===== config.mk =====
export PLATFORM = sky130hd
export DESIGN_NAME = approx_mult_ctrl
export DESIGN_NICKNAME = d
export VERILOG_FILES = /design/src/rtl/approx_mult_ctrl_pkg.sv /design/src/rtl/approx_mult_ctrl_watchdog.sv /design/src/rtl/approx_mult_ctrl.sv
export SDC_FILE = /design/constraint.sdc
export NUM_CORES = 1
export LEC_CHECK = 0
export ABC_AREA = 0
export CAP_MARGIN = 30
export CORE_MARGIN = 5
export CORE_UTILIZATION = 53
export CTS_BUF_LIST = sky130_fd_sc_hd__clkbuf_2
export CTS_CLUSTER_SIZE = 20
export DETAILED_ROUTE_END_ITERATION = 7
export PLACE_DENSITY = 0.92
export SLEW_MARGIN = 20
export SYNTH_ARGS = -nofsm -noshare
export SYNTH_HDL_FRONTEND = slang
export SYNTH_SLANG_ARGS = --single-unit

===== constraint.sdc =====
create_clock -name clk -period 2.5 [get_ports clk]
set_clock_uncertainty 0.05 [all_clocks]
set_input_delay 0.75 -clock clk [delete_from_list [all_inputs] [get_ports clk]]
set_output_delay 0.75 -clock clk [all_outputs]
set_load 0.05 [all_outputs]

===== src/rtl/approx_mult_ctrl_pkg.sv =====
// Shared definitions for the leading-one approximate multiplier controller:
// state encoding, default phase limits and a small sizing helper.
package approx_mult_ctrl_pkg;

    typedef enum logic [2:0] {
        ST_IDLE   = 3'd0,
        ST_LOAD   = 3'd1,
        ST_NORM   = 3'd2,
        ST_MULT   = 3'd3,
        ST_DENORM = 3'd4,
        ST_REWIND = 3'd5,
        ST_DONE   = 3'd6,
        ST_ERROR  = 3'd7
    } ctrl_state_t;

    localparam int DEF_CNT3_MOD   = 8;
    localparam int DEF_NORM_MAX   = 9;
    localparam int DEF_DENORM_MAX = 16;

    function automatic int max_int(input int a, input int b);
        return (a > b) ? a : b;
    endfunction

endpackage


===== src/rtl/approx_mult_ctrl_watchdog.sv =====
// Phase watchdog: counts enabled cycles since the last clear and flags the
// cycle that would be the limit-th one spent in the current phase.
module cycle_watchdog #(
    parameter int W = 5
) (
    input  logic         clk,
    input  logic         rst,
    input  logic         clear,
    input  logic         enable,
    input  logic [W-1:0] limit,
    output logic         expired
);

    logic [W-1:0] count;

    // The count holds once expired so it can never wrap past the limit.
    assign expired = enable && ((count + W'(1)) == limit);

    always_ff @(posedge clk or negedge rst) begin
        if (!rst) begin
            count <= '0;
        end else if (clear) begin
            count <= '0;
        end else if (enable && !expired) begin
            count <= count + W'(1);
        end
    end

endmodule


===== src/rtl/approx_mult_ctrl.sv =====
// Sequencer for the 16x16 leading-one approximate multiplier datapath:
// load, normalize, 8x8 multiply, denormalize, then rewind the 3-bit counter.
module approx_mult_ctrl
    import approx_mult_ctrl_pkg::*;
#(
    parameter int CNT3_MOD   = DEF_CNT3_MOD,
    parameter int NORM_MAX   = DEF_NORM_MAX,
    parameter int DENORM_MAX = DEF_DENORM_MAX
) (
    input  logic       clk,
    input  logic       rst,
    input  logic       start,
    input  logic       end_shift1,
    input  logic       end_shift2,
    input  logic       cntr_dual_co,
    output logic       busy,
    output logic       done,
    output logic       error,
    output logic       load_shift1,
    output logic       load_shift2,
    output logic       sel_sh1,
    output logic       sel_sh2,
    output logic       sel_insh2,
    output logic       en_shift1,
    output logic       en_shift2,
    output logic       cntr_3bit_en,
    output logic       cntr_dual_en,
    output logic       cntr_dual_end,
    output logic [2:0] state_dbg
);

    // Handshake: start is a request sampled only in IDLE; busy covers LOAD
    // through REWIND; done is a one-cycle pulse after which the datapath
    // result is valid until the next LOAD; error is sticky until rst.

    localparam int SH_W  = (CNT3_MOD > 2) ? $clog2(CNT3_MOD) : 1;
    localparam int WD_W  = $clog2(max_int(NORM_MAX, DENORM_MAX) + 1);

    ctrl_state_t     state, state_next;
    logic [SH_W-1:0] shadow, shadow_next, shadow_inc;
    logic            wd_clear, wd_enable, wd_expired;
    logic [WD_W-1:0] wd_limit;

    assign state_dbg  = state;
    assign shadow_inc = (shadow == SH_W'(CNT3_MOD - 1)) ? '0 : shadow + SH_W'(1);

    always_ff @(posedge clk or negedge rst) begin
        if (!rst) begin
            state  <= ST_IDLE;
            shadow <= '0;
        end else begin
            state  <= state_next;
            shadow <= shadow_next;
        end
    end

    always_comb begin
        state_next    = state;
        shadow_next   = shadow;
        wd_clear      = 1'b0;
        wd_enable     = 1'b0;
        wd_limit      = WD_W'(DENORM_MAX);
        busy          = 1'b0;
        done          = 1'b0;
        error         = 1'b0;
        load_shift1   = 1'b0;
        load_shift2   = 1'b0;
        sel_sh1       = 1'b0;
        sel_sh2       = 1'b0;
        sel_insh2     = 1'b0;
        en_shift1     = 1'b0;
        en_shift2     = 1'b0;
        cntr_3bit_en  = 1'b0;
        cntr_dual_en  = 1'b0;
        cntr_dual_end = 1'b0;

        case (state)
            ST_IDLE: begin
                if (start) state_next = ST_LOAD;
            end
            ST_LOAD: begin
                busy        = 1'b1;
                load_shift1 = 1'b1;
                load_shift2 = 1'b1;
                wd_clear    = 1'b1;
                state_next  = ST_NORM;
            end
            ST_NORM: begin
                busy         = 1'b1;
                cntr_3bit_en = 1'b1;
                cntr_dual_en = 1'b1;
                wd_enable    = 1'b1;
                wd_limit     = WD_W'(NORM_MAX);
                shadow_next  = shadow_inc;
                // A normal exit wins over a watchdog expiry in the same cycle.
                if (!end_shift1 && !end_shift2) state_next = ST_MULT;
                else if (wd_expired)            state_next = ST_ERROR;
            end
            ST_MULT: begin
                busy        = 1'b1;
                load_shift1 = 1'b1;
                load_shift2 = 1'b1;
                sel_sh1     = 1'b1;
                sel_sh2     = 1'b1;
                wd_clear    = 1'b1;
                state_next  = ST_DENORM;
            end
            ST_DENORM: begin
                busy      = 1'b1;
                wd_enable = 1'b1;
                if (!cntr_dual_co) begin
                    en_shift1     = 1'b1;
                    en_shift2     = 1'b1;
                    sel_insh2     = 1'b1;
                    cntr_dual_end = 1'b1;
                    if (wd_expired) state_next = ST_ERROR;
                end else begin
                    state_next = (shadow == '0) ? ST_DONE : ST_REWIND;
                end
            end
            ST_REWIND: begin
                busy         = 1'b1;
                cntr_3bit_en = 1'b1;
                shadow_next  = shadow_inc;
                if (shadow_inc == '0) state_next = ST_DONE;
            end
            ST_DONE: begin
                done       = 1'b1;
                state_next = ST_IDLE;
            end
            ST_ERROR: begin
                error = 1'b1;
            end
            default: begin
                state_next = ST_IDLE;
            end
        endcase
    end

    cycle_watchdog #(
        .W(WD_W)
    ) u_watchdog (
        .clk     (clk),
        .rst     (rst),
        .clear   (wd_clear),
        .enable  (wd_enable),
        .limit   (wd_limit),
        .expired (wd_expired)
    );

endmodule


==> impl.org <==
** Run status
- The run finished with clean final reports.

** Synthesis
- Predominant post-synthesis flop cell :: sky130_fd_sc_hd__dfrtp_1
- Simple-gate share of the synthesized area :: 0.211
- By area, the combinational part of the netlist is dominated by compound AO/OA/AOI/OAI gates.
- Of all cell types, the one taking the most synthesized area is sky130_fd_sc_hd__dfrtp_1.
- Share of the synthesized area in compound gates (AO/OA/AOI/OAI) :: 0.329
- Synthesis-stage register bit count :: 11
- Average size of a mapped cell :: 8.19 um2
- Of the total synthesized cell area, the portion taken by full adders, half adders and majority gates is 0.0467.
- Number of enable-type register cells in the synthesized netlist :: 0
- Syn Nets :: 141
- Multiplexer share of the synthesized area :: 0.0198
- Of the total synthesized cell area, the portion taken by XOR and XNOR cells is 0.00817.
- After synthesis the cells add up to 1070 um2.
- Of the synthesized area, sequential elements account for 0.257.
- Cells after synthesis :: 131
- The share of synthesized area in the top cell type comes to 0.257.
- Synth async-reset ratio :: 1.00
- The netlist uses 54 different library cells.
- During synthesis, Yosys emitted a total of 0 warnings.
- In the post-synthesis netlist, the biggest area contributors are sky130_fd_sc_hd__dfrtp_1, sky130_fd_sc_hd__o21ai_0, sky130_fd_sc_hd__buf_4.

** Global routing
- Overflow left after global routing :: 0
- Pin count of the biggest net entering global routing :: 22
- In the global route stage, overall resource usage came out at 0.213.
- Initial antenna violation count :: 0
- Met1 demand-to-capacity share in global routing :: 0.253
- For this run, global-route usage on met2 was measured as 0.364.
- First-pass GRT wire length :: 4.53 mm
- GRT busiest layer :: met2
- In the global route stage, met3 resource usage came out at 0.0375.
- The number of global-route vias before repair was 986.

** Placed design
- Timing analysis after detailed placement gives a worst setup slack of 0.0360 ns.
- After detailed placement, the total cell area comes to 1420 um2.
- The wire-length estimate of the detail-placed layout is 2.12 mm.
- Routability Congestion :: 0.929
- Input and output buffers added on the ports amount to 21.

** Setup path
- Slack of the worst reg-to-reg path :: 0.25 ns
- Along the worst path, the maximum fanout reaches 4.
- Worst endpoint data arrival time :: 1.66 ns
- The worst register-to-register path ends at u_watchdog.count[4].
- By startpoint and endpoint, the worst setup path is classified as in -> out.
- The number of cells on the worst reg-to-reg path is 6.
- Timing startpoint of the critical path :: cntr_dual_co
- CP startpoint kind :: primary input
- Startpoint of the worst-slack reg-to-reg timing path :: u_watchdog.count[0]
- Data on the critical path is required at its endpoint by 1.70 ns.
- The worst setup path is captured at an output pin.
- CP endpoint :: en_shift2

** Floorplanning
- The floorplan step defined a die boundary enclosing 3020 um2.
- Core Region :: 1940 um2
- In this run the horizontal extent of the chip is 55.0 um.
- The initialized floorplan defines 16 standard-cell rows.
- The die is 55.0 um tall.
- The initial utilization of the core area, before any placement, comes to 0.552.
- In this run the count of I/O pins placed on the die edge is 22.

** STA
- RSZ-0062 raised after global routing :: no
- Post-layout worst setup margin :: 0.0388 ns
- Number of pins with negative max-slew slack in the final report :: 0
- Final number of hold-violating endpoints :: 0
- Static timing analysis puts the maximum clock frequency at 406 MHz.
- Transition at the pin with the smallest max-transition slack :: 0.615 ns
- Hold timing on the final database bottoms out at a slack of 0.517 ns.
- Minimum clock period :: 2.46 ns
- Of the available clock period, the critical path in the final layout requires 0.984.
- Worst max-slew margin expressed relative to the limit :: 0.589
- Endpoints failing setup :: 0

** CTS
- The tree is rooted in a sky130_fd_sc_hd__clkbuf_2.
- Total number of H-tree levels :: 1
- Clock transition time at the flip-flop clock pins of the worst setup and hold paths :: 0.12 ns
- For the worst-skew pair, the clock arrives at the later sink with an insertion delay of 0.28 ns.
- Counting every sink on the clock net gives 11.
- Number of CTS-inserted buffers :: 3
- Clk buf depth :: 2
- CTS tree :: built

** Layout
- Most frequent standard cell in the layout excluding fill and tap cells :: sky130_fd_sc_hd__buf_12
- Antenna Cells :: 0
- Synth-to-layout area growth :: 34.0%
- Commonest cells after routing, fill and taps aside :: sky130_fd_sc_hd__buf_12, sky130_fd_sc_hd__o21ai_0, sky130_fd_sc_hd__nor2_1, sky130_fd_sc_hd__a21oi_1, sky130_fd_sc_hd__dfrtp_1
- The final layout contains 159 nets.
- In the final layout, the share of cells above drive strength 1 is 0.324.
- Final instance area :: 1440 um2

** Detailed routing
- The first routing iteration left 55 violations.
- The pre-antenna-repair detailed-routing pass consisted of 4 iterations.
- Using the TritonRoute via totals, the vias-per-cell ratio works out to 6.05.
- After detailed routing, the number of remaining DRC violations is 0.
- The routed design has 2.73 mm of wire.
- The count of nets left with antenna violations once routing finished came out at 0.
- Via total after detailed routing :: 1,059
- Dividing the detail-routed wire length by the instance count gives 15.6 um.

** Flow run
- Number of maximum-capacitance violations :: 0

** Power and ir drop
- Pwr dens :: 1520 nW/um2
- Static power due to leakage :: 0.000576 uW
- VDD sags by at most 1.25 mV.

** Min path
- Worst hold path class :: reg -> reg
worst min path at each step:
stage	depth (start not counted)	endpoint	from	slack, ns
after global routing	1	shadow[2]	shadow[2]	0.56
after detailed placement	1	shadow[2]	shadow[2]	0.48
after global placement	1	shadow[2]	shadow[2]	0.47
after CTS	1	shadow[2]	shadow[2]	0.51
after floorplan	0	shadow[0]	rst	0.40
final	1	shadow[2]	shadow[2]	0.52
where the power goes:
group	switching (uW)	total [uW]	internal, uW
sequential	168	432	265
combinational	945	1640	699
clock	65.1	108	42.5
synthesized netlist by cell type (all sizes together), types with 2 or more instances:
library cell  instances
a21oi                11
a31oi                 3
a41o                  2
and2                  2
and3                  4
buf                  12
dfrtp                11
ha                    4
inv                   9
nand2                 7
nand3                 2
nand3b                3
nor2                 14
nor3                  2
nor4                  3
o211ai                2
o21ai                14
o21bai                3
stage by stage:
stage,total power (uW),setup TNS [ns],std cells,utilization
after floorplan,1530,-0.296,131,-
after global placement,2020,0,171,0.729
after detailed placement,2070,0,171,0.729
after CTS,2180,0,175,0.739
after global routing,2320,0,175,0.740
final,2180,0,175,0.740
critical path, cell delays in order:
cell and delay [ns]:
sky130_fd_sc_hd__clkdlybuf4s50_1 0.47, sky130_fd_sc_hd__nor2_4 0.26, sky130_fd_sc_hd__buf_12 0.18
sequential cells by signal, summed over array words and instances, names as in the netlist:
| name | count |
|---|---|
| shadow | 3 |
| state_dbg | 3 |
| u_watchdog.count | 5 |
logic make-up after synthesis:
family,after synthesis
adders and majority gates,4
and+or+nand+nor,40
buffers and inverters,23
muxes,2
DFF,11
AOI/OAI and AO/OA,50
xor gates and xnor gates,1
layer usage:
layer / up-vias / wire [um]
li1: 524 / -
met1: 499 / 1200
met2: 32 / 1380
met3: 4 / 114
met4: 0 / 42
met5: - / 0
timing repair:
| action | 4_1_cts | 5_1_grt |
|---|---|---|
| gates resized for setup | 0 | 1 |
| setup buffers | 0 | 0 |
| setup endpoints to repair | 0 | 5 |
| hold endpoints to repair | 0 | 0 |
| hold buffers | 0 | 0 |
final cells by class:
cell class              count  area, um2
multi-input cells          97        683
fillers                   144        505
repair buffers             26        383
flip-flops and latches     11        278
inverters                  10       38.8
well taps                  27       33.8
clock buffers               4       20.0
No activity file was read; power rests on OpenSTA's default activity.
